**src/rtl/mania_renderer_if.sv**
```systemverilog
// Pixel request / colour response bundle for the mania lane renderer.
// The master drives pixel coordinates, frame timing and lane inputs; the slave returns colour.
interface mania_renderer_if #(
  parameter int LANES   = 4,
  parameter int TRACK_H = 480
);
  logic                     frame_start;
  logic                     pix_valid;
  logic [9:0]               x;
  logic [9:0]               y;
  logic [LANES-1:0]         keys;
  logic [LANES*TRACK_H-1:0] tracks;
  logic [11:0]              color;
  logic                     color_valid;

  modport master (
    output frame_start, pix_valid, x, y, keys, tracks,
    input  color, color_valid
  );

  modport slave (
    input  frame_start, pix_valid, x, y, keys, tracks,
    output color, color_valid
  );
endinterface

```
**src/rtl/mania_renderer.sv**
```systemverilog
// Two-stage pixel renderer for a vertical-lane rhythm game field.
// Stage 1 classifies the pixel into a region and lane; stage 2 turns that into RGB444.
module mania_renderer #(
  parameter int LANES        = 4,
  parameter int LANE_W       = 100,
  parameter int BORDER       = 5,
  parameter int X0           = 50,
  parameter int TRACK_H      = 480,
  parameter int JUDGE_Y      = 440,
  parameter int FLASH_FRAMES = 8
) (
  input  logic             clk,
  input  logic             rst,
  mania_renderer_if.slave  io
);

  localparam int P         = LANE_W + BORDER;
  localparam int FIELD_END = X0 + LANES * P + BORDER - 1;
  localparam int LANE_IW   = (LANES > 1) ? $clog2(LANES) : 1;
  localparam int ROW_IW    = (TRACK_H > 1) ? $clog2(TRACK_H) : 1;
  localparam logic [7:0] FLASH_INIT = 8'(FLASH_FRAMES);

  typedef enum logic [2:0] {
    R_OUTSIDE,
    R_JUDGE,
    R_BORDER,
    R_PAD,
    R_NOTE,
    R_TRACK
  } region_e;

  // Frame snapshot and per-lane flash state
  logic [LANES-1:0]         keys_d, keys_q;
  logic [LANES*TRACK_H-1:0] tracks_d, tracks_q;
  logic [LANES-1:0][7:0]    flash_d, flash_q;

  // Stage 1
  logic                     s1_valid_d, s1_valid_q;
  region_e                  region_d, region_q;
  logic [LANE_IW-1:0]       lane_d, lane_q;
  logic [LANES-1:0]         keys_s1_d, keys_s1_q;
  logic [LANES-1:0]         flash_s1_d, flash_s1_q;

  // Stage 2
  logic [11:0]              color_d, color_q;
  logic                     color_valid_d, color_valid_q;

  logic [31:0]              xi, yi;
  logic                     in_field, on_border, note_bit;
  logic [TRACK_H-1:0]       lane_row;

  // NOTE: every signal gets a default first so no path through the block can infer a latch.
  always_comb begin
    keys_d   = keys_q;
    tracks_d = tracks_q;
    flash_d  = flash_q;
    if (io.frame_start) begin
      keys_d   = io.keys;
      tracks_d = io.tracks;
      for (int i = 0; i < LANES; i++) begin
        if (io.keys[i] && !keys_q[i])
          flash_d[i] = FLASH_INIT;
        else if (flash_q[i] != 8'd0)
          flash_d[i] = flash_q[i] - 8'd1;
      end
    end
  end

  // Stage-1-aligned copies keep a frame_start-cycle pixel on the old snapshot in stage 2.
  always_comb begin
    keys_s1_d = keys_q;
    for (int i = 0; i < LANES; i++)
      flash_s1_d[i] = (flash_q[i] != 8'd0);
  end

  always_comb begin
    xi        = 32'(io.x);
    yi        = 32'(io.y);
    in_field  = (xi >= 32'(X0)) && (xi <= 32'(FIELD_END)) && (yi < 32'(TRACK_H));
    on_border = 1'b0;
    lane_d    = '0;
    lane_row  = '0;
    for (int k = 0; k <= LANES; k++) begin
      if ((xi >= 32'(X0 + k * P)) && (xi <= 32'(X0 + k * P + BORDER - 1)))
        on_border = 1'b1;
    end
    for (int i = 0; i < LANES; i++) begin
      if ((xi >= 32'(X0 + BORDER + i * P)) && (xi <= 32'(X0 + (i + 1) * P - 1))) begin
        lane_d   = LANE_IW'(i);
        lane_row = tracks_q[i*TRACK_H +: TRACK_H];
      end
    end
    note_bit = lane_row[io.y[ROW_IW-1:0]];

    if (!in_field)
      region_d = R_OUTSIDE;
    else if ((yi >= 32'(JUDGE_Y)) && (yi <= 32'(JUDGE_Y + BORDER - 1)))
      region_d = R_JUDGE;
    else if (on_border)
      region_d = R_BORDER;
    else if (yi >= 32'(JUDGE_Y + BORDER))
      region_d = R_PAD;
    else if (note_bit && (yi < 32'(JUDGE_Y)))
      region_d = R_NOTE;
    else
      region_d = R_TRACK;

    s1_valid_d = io.pix_valid;
  end

  always_comb begin
    color_valid_d = s1_valid_q;
    color_d       = 12'h000;
    if (s1_valid_q) begin
      unique case (region_q)
        R_JUDGE, R_BORDER: color_d = 12'hFFF;
        R_NOTE:            color_d = 12'hACD;
        R_PAD:             color_d = flash_s1_q[lane_q] ? 12'hFF0 :
                                     keys_s1_q[lane_q]  ? 12'h777 : 12'h444;
        R_TRACK:           color_d = keys_s1_q[lane_q] ? 12'h333 : 12'h000;
        default:           color_d = 12'h000;
      endcase
    end
  end

  // NOTE: sequential state uses <= so every flop samples the values present before the edge.
  always_ff @(posedge clk) begin
    if (rst) begin
      keys_q        <= '0;
      tracks_q      <= '0;
      flash_q       <= '0;
      s1_valid_q    <= 1'b0;
      region_q      <= R_OUTSIDE;
      lane_q        <= '0;
      keys_s1_q     <= '0;
      flash_s1_q    <= '0;
      color_q       <= 12'h000;
      color_valid_q <= 1'b0;
    end else begin
      keys_q        <= keys_d;
      tracks_q      <= tracks_d;
      flash_q       <= flash_d;
      s1_valid_q    <= s1_valid_d;
      region_q      <= region_d;
      lane_q        <= lane_d;
      keys_s1_q     <= keys_s1_d;
      flash_s1_q    <= flash_s1_d;
      color_q       <= color_d;
      color_valid_q <= color_valid_d;
    end
  end

  assign io.color       = color_q;
  assign io.color_valid = color_valid_q;

endmodule

```
**src/flat_wrapper.sv**
```systemverilog
// flat-port wrapper written by rule: the top's interface ports become plain ports
module mania_renderer_flat 
#(
  parameter int LANES        = 4,
  parameter int LANE_W       = 100,
  parameter int BORDER       = 5,
  parameter int X0           = 50,
  parameter int TRACK_H      = 480,
  parameter int JUDGE_Y      = 440,
  parameter int FLASH_FRAMES = 8
)
  (clk, rst, io_frame_start, io_pix_valid, io_x, io_y, io_keys, io_tracks, io_color, io_color_valid);
  mania_renderer_if #(.LANES(LANES), .TRACK_H(TRACK_H)) io_i ();
  input  logic clk;
  input  logic rst;
  input wire logic [$bits(io_i.frame_start)-1:0] io_frame_start;
  input wire logic [$bits(io_i.pix_valid)-1:0] io_pix_valid;
  input wire logic [$bits(io_i.x)-1:0] io_x;
  input wire logic [$bits(io_i.y)-1:0] io_y;
  input wire logic [$bits(io_i.keys)-1:0] io_keys;
  input wire logic [$bits(io_i.tracks)-1:0] io_tracks;
  output wire logic [$bits(io_i.color)-1:0] io_color;
  output wire logic [$bits(io_i.color_valid)-1:0] io_color_valid;
  assign io_i.frame_start = io_frame_start;
  assign io_i.pix_valid = io_pix_valid;
  assign io_i.x = io_x;
  assign io_i.y = io_y;
  assign io_i.keys = io_keys;
  assign io_i.tracks = io_tracks;
  assign io_color = io_i.color;
  assign io_color_valid = io_i.color_valid;
  mania_renderer #(.LANES(LANES), .LANE_W(LANE_W), .BORDER(BORDER), .X0(X0), .TRACK_H(TRACK_H), .JUDGE_Y(JUDGE_Y), .FLASH_FRAMES(FLASH_FRAMES)) u_core (.clk(clk), .rst(rst), .io(io_i));
endmodule
```
**config.mk**
```make
export PLATFORM = sky130hd
export DESIGN_NAME = mania_renderer_flat
export DESIGN_NICKNAME = d
export VERILOG_FILES = /design/src/rtl/mania_renderer_if.sv /design/src/rtl/mania_renderer.sv /design/src/flat_wrapper.sv
export SDC_FILE = /design/constraint.sdc
export NUM_CORES = 2
export LEC_CHECK = 0
export CELL_PAD_IN_SITES_DETAIL_PLACEMENT = 1
export CELL_PAD_IN_SITES_GLOBAL_PLACEMENT = 2
export CORE_AREA = 2 2 768 770
export CTS_CLUSTER_DIAMETER = 50
export DETAILED_ROUTE_END_ITERATION = 7
export DIE_AREA = 0 0 770 772
export PLACE_DENSITY = 0.54
export REMOVE_ABC_BUFFERS = 1
export SYNTH_ARGS = -nofsm -noshare
export SYNTH_HDL_FRONTEND = slang
export SYNTH_SLANG_ARGS = --single-unit
```
**constraint.sdc**
```tcl
create_clock -name clk -period 4.7 [get_ports clk]
set_input_delay 0.705 -clock clk [delete_from_list [all_inputs] [get_ports clk]]
set_output_delay 0.705 -clock clk [all_outputs]
set_load 0.05 [all_outputs]
```
Yosys cells after proc, flatten, opt, wreduce, memory -nomap -nowiden
Index checks and enable logic that the tools add are counted.
- word-level logic and storage cells: 123
- input port bits: 1948
- output and inout port bits: 13
- flip-flop bits (word level): 1983
- reduce and logical (&&, ||, !) cells: 38
- $lt $le $gt $ge: 25
- multiplexer cells: 34
- bitwise operators: 2
- eq/ne operators: 5
- add/subtract/negate cells: 4
- operator list (kind ; count):
    $mux W480 ; 4
    $ge A10 B9 Y1 const B ; 7
    $le A10 B9 Y1 const B ; 7
    $mux W8 ; 8
    $pmux W12 S4 ; 1
    $reduce_bool A8 Y1 ; 4
    $sub A8 B1 Y8 const B ; 4
    $ge A10 B6 Y1 const B ; 2
    $ge A10 B8 Y1 const B ; 2
    $le A10 B8 Y1 const B ; 2
    $lt A10 B9 Y1 const B ; 2
    $mux W10 ; 2
    $logic_and A1 B1 Y1 ; 17
    $mux W12 ; 1
    $mux W1 ; 11
    $le A10 B6 Y1 const B ; 1
    $lt A9 B10 Y1 const B ; 1
    $bmux W1 S9 ; 1
    $mux W2 ; 4
    $reduce_and A2 Y1 ; 4
    $reduce_bool A2 Y1 ; 4
    $eq A3 B2 Y1 const B ; 2
    $eq A3 B3 Y1 const B ; 2
    $reduce_or A2 Y1 ; 3
    other kinds (7) ; 12

Logic depth before layout (Yosys ltp)
- depth after elaboration: 13
- gate-level depth with buffers: 18
- depth with buffers taken out: 11

Worst setup path before layout
No wires, ideal clock.
- path kind: input to register
- from: in io_x[5]
- to: reg u_core.region_q[0]
- arrival: 3.491 ns
- buffers on the path: 4
- stages on the path: 15
- setup time: 0.125 ns
- slack: 1.084 ns
- cells stage by stage: buf_2 nor4_4 nor4b_4 o211a_4 buf_6 buf_4 buf_2 nand2_1 a221o_1 o41ai_1 a21oi_1 nor4_1 o21ai_1 o31ai_1 o21ai_1
- cells in the longest elaborated chain, start to end: 13
- ends and longest elaborated chain (element ; line ; RTL):
    from (decl) ; flat_wrapper.sv:18 ; input wire logic [$bits(io_i.x)-1:0] io_x;
    $ge A10 B6 Y1 / $le A10 B8 Y1 (equally long branches) ; mania_renderer.sv:88 ; if ((xi >= 32'(X0 + BORDER + i * P)) && (xi <= 32'(X0 + (i + 1) * P - 1))) begin
    $logic_and A1 B1 Y1 ; mania_renderer.sv:88 ;
    $mux W480 (4 in series) ; mania_renderer.sv:88 ;
    $bmux W1 S9 ; mania_renderer.sv:93 ; note_bit = lane_row[io.y[ROW_IW-1:0]];
    $mux W1 (implied by the code) ; mania_renderer.sv:93 ;
    $logic_and A1 B1 Y1 ; mania_renderer.sv:103 ; else if (note_bit && (yi < 32'(JUDGE_Y)))
    $mux W1 ; mania_renderer.sv:103 ;
    $mux W2 ; mania_renderer.sv:101 ; else if (yi >= 32'(JUDGE_Y + BORDER))
    $mux W2 ; mania_renderer.sv:99 ; else if (on_border)
    $mux W1 ; mania_renderer.sv:97 ; else if ((yi >= 32'(JUDGE_Y)) && (yi <= 32'(JUDGE_Y + BORDER - 1)))
    to (signal assigned) ; mania_renderer.sv:144 ; region_q <= region_d;
    to (decl) ; mania_renderer.sv:39 ; region_e region_d, region_q;
Several ways; a longest one is shown, not always the timed one. The select of a mux whose other input is x is not followed.
A chain may end at the register's enable or synchronous reset.

Worst setup path in the final report
- from: in io_x[7]
- to: reg u_core.region_q[0]
Same word-level chain as after synthesis.

==> out/metrics.yaml <==
outcome: "finished clean"
wl_um: 666900
htreeDepth: 5
initial_utilization: 0.1431
cp_slowest_cell: "nor4_2"
grt_pass1_vias: 81430
slew_headroom: 0.1981
worstMarginPinSlew_ns: 1.190
routed_via_density: 4.243
yosysMostFrequentCell: "nor2_1"
crit_type: "input pin to register"
path_cells: "clkdlybuf4s50_1 -> buf_4 -> buf_4 -> nand4_1 -> o211ai_1 -> buf_4 -> nor2_4 -> buf_12 -> buf_4 -> buf_12 -> buf_4 -> buf_4 -> buf_4 -> a221o_1 -> a221oi_1 -> nor4_4 -> buf_4 -> a311oi_1 -> a211oi_4 -> nor4_2 -> o31ai_1 -> o21ai_1"
synth_area_um2: 84030
critPathMostFrequentCell: "buf_4"
yosysSeqAreaShare: 0.4717
place_area_um2: 118200
die_h_um: 772
place_hpwl_um: 539200
cts_tree: "done"
cts_buffer_depth: 4
swShare: 0.2866
coreArea_um2: 587100
internal-power_uw: 39260
grt_pass1_wl_um: 844300
hold_viol_final: 0
synth_seq_cells: 1980
drt_iter0_drc: 5883
fmax_mhz: 218.8
critPathMaxFanout: 10
final.min_clock_period_ns: 4.571
cp_data_arrival_time_ns: 5.46
required_ns: 5.59
syn_to_final_growth_pct: 56.97
gp_congestion: 0.8409
firstDrtPassIters: 6
yosys_warnings: 0
io_pins: 1961
synth.distinct_cells: 87
ir_drop_mv: 0.2668
fin_crit_sh: 0.9726
place_ws_ns: -2.372
portBuffers: 1960
max_stage_delay_ns: 0.52
p_leak_uw: 0.05398
setup_slack_ns: 0.1289
endpoint_kind: "register"
ant_nets: 0
setup_viol: 0
cts-root-buf: "clkbuf_16"
p_per_area_nw_per_um2: 417.2
track_usage: 0.2136
synth-edff-count: 0
cts-buffers-inserted: 364
hold_path.class: "input pin to register"
n_fill_cell: 67250
maxCapViolCount: 0
async_flop_share: 0
routedWlPerCell_um: 34.58
clk_latency_ns: 1.00
die_w_um: 770
finalSetupTns_ns: 0
crit_path_start_kind: "input pin"
postLayoutCoreUtil: 0.2247
netlist_top_cells_count: "nor2_1, dfxtp_1, mux2i_1"
reg2reg_slack_ns: 1.28
grt_max_degree: 164
cts_sinks: 1980
synth.avg_cell_area_um2: 9.663
power.share.sequential: 0.343
dieArea_um2: 594400
drive_gt1_frac: 0.1342
synthFlopType: "dfxtp_1"
nets: 12980
vias: 81820
cts.clk_slew.worst_paths_ns: 0.05
drv_slew: 0
synth_largest_area_cell: "dfxtp_1"
synth_area_leaders: "dfxtp_1, mux2i_1, nor2_1"
synth_top_cell_area_share: 0.4717
antenna_found_initial: 535
power_switching_uw: 15770
p_total_uw: 55020
fin_worst_skew_ns: 0.04024
p_clk_frac: 0.512
grt-ovfl-total: 0
rows: 282
netlist_instances: 8696
finish.instance_area_um2: 131900
combPwrFrac: 0.145
drc_errors: 0
[layer usage]
| metal | vias up | GRT usage | wire, um |
|---|---|---|---|
| met3 | 1294 | 0.06495 | 50920 |
| met5 | - | 0 | 2139 |
| li1 | 36260 | - | - |
| met1 | 40660 | 0.2682 | 285700 |
| met2 | 3271 | 0.3537 | 307800 |
| met4 | 326 | 0.05726 | 20360 |
[power groups by stage]
stage	Combinational (uW)	Clock [uW]	Sequential, uW
final	8000	28200	18900
after global routing	8550	29500	18900
after CTS	8130	28900	18800
after detailed placement	8040	0	19200
after global placement	7990	0	19200
after floorplan	2690	0	18600
[path summary, 6_finish.rpt]
check / startpoint / end / cells past startpoint
setup / recovery: io_x[7] / u_core.region_q[0]$_SDFF_PP0_ / 22
hold / removal: rst / u_core.tracks_q[1723]$_SDFFE_PP0P_ / 2
setup reg to reg: u_core.tracks_q[766]$_SDFFE_PP0P_ / u_core.region_q[0]$_SDFF_PP0_ / 13
hold reg to reg: u_core.flash_q[15]$_SDFFE_PP0P_ / u_core.flash_q[15]$_SDFFE_PP0P_ / 2
[critical path: cells and delay by family]
kind                   cells  cell delay [ns]
buffers and inverters     11             2.09
AND/OR/NAND/NOR            4             0.89
AO/OA/AOI/OAI              7             1.68
[metrics by stage]
step | hold WS (ns) | cells
after floorplan | 0.4509 | 7944
after global placement | 0.4668 | 18460
after detailed placement | 0.4739 | 18460
after CTS | 0.05314 | 19140
after global routing | 0.07988 | 19220
final | 0.1045 | 19280
[timing repair]
action | in CTS | in global routing
setup buffers | 9 | 5
pin swaps | 4 | 6
endpoints found under the setup margin | 1 | 1
hold buffers | 0 | 0
gates resized for setup | 18 | 25
cloned | 2 | 0
[state kept, by name, indices dropped and copies added, names as in the netlist]
name / count
u_core.tracks_q: 1920
u_core.flash_q: 32
u_core.io.color: 9
u_core.flash_s1_q: 4
u_core.keys_q: 4
u_core.keys_s1_q: 4
u_core.region_q: 3
u_core.lane_q: 2
u_core.color_valid_d: 1
u_core.io.color_valid: 1
[kinds of logic (layout without fill, tap and decap cells)]
group,count (synthesis),after routing,synth area share
mux,1991,1991,0.2382
xor+xnor,15,15,0.001563
buf+inv,805,3446,0.03956
fa+ha+maj,4,4,0.0005956
flops,1980,1980,0.4717
compound gates,1366,1366,0.1272
simple gates,2535,2535,0.1211
other cells,0,136,0
[cells in the final DEF, fill, tap and decap left out, types with 29 or more instances in the layout]
| cell | synthesis | final |
|---|---|---|
| clkbuf_16 | 0 | 365 |
| buf_4 | 18 | 604 |
| nand3_1 | 34 | 30 |
| a222oi_1 | 30 | 30 |
| nand2_1 | 233 | 223 |
| clkinv_2 | 0 | 58 |
| clkdlybuf4s50_1 | 0 | 1951 |
| o21ai_0 | 95 | 88 |
| o22ai_1 | 82 | 80 |
| a211oi_1 | 48 | 44 |
| a21o_1 | 45 | 45 |
| o221ai_1 | 47 | 47 |
| a22oi_1 | 55 | 55 |
| a221oi_1 | 259 | 253 |
| bufinv_16 | 0 | 45 |
| clkinvlp_4 | 0 | 44 |
| a221o_1 | 219 | 219 |
| a21oi_1 | 202 | 200 |
| clkbuf_8 | 0 | 45 |
| buf_12 | 0 | 154 |
| inv_1 | 51 | 48 |
| diode_2 | 0 | 136 |
| nor3_1 | 41 | 40 |
| clkbuf_1 | 437 | 50 |
| o2111ai_1 | 31 | 29 |
| nor2_1 | 2052 | 2042 |
| dfxtp_1 | 1980 | 1980 |
| nand4_1 | 33 | 33 |
| mux2i_1 | 1959 | 1958 |
[cell type report]
cell class / instances / area [um^2] / share of cell area
well taps: 7810 / 9772 / 0.07409
clock buffers: 459 / 9927 / 0.07526
multi-input cells: 5911 / 41700 / 0.3161
clock inverters: 212 / 2902 / 0.02200
diodes: 136 / 340.3 / 0.002580
inverters: 53 / 212.7 / 0.001613
flip-flops and latches: 1980 / 39640 / 0.3005
repair buffers: 2722 / 27410 / 0.2078
No activity file was read; power rests on OpenSTA's default activity.
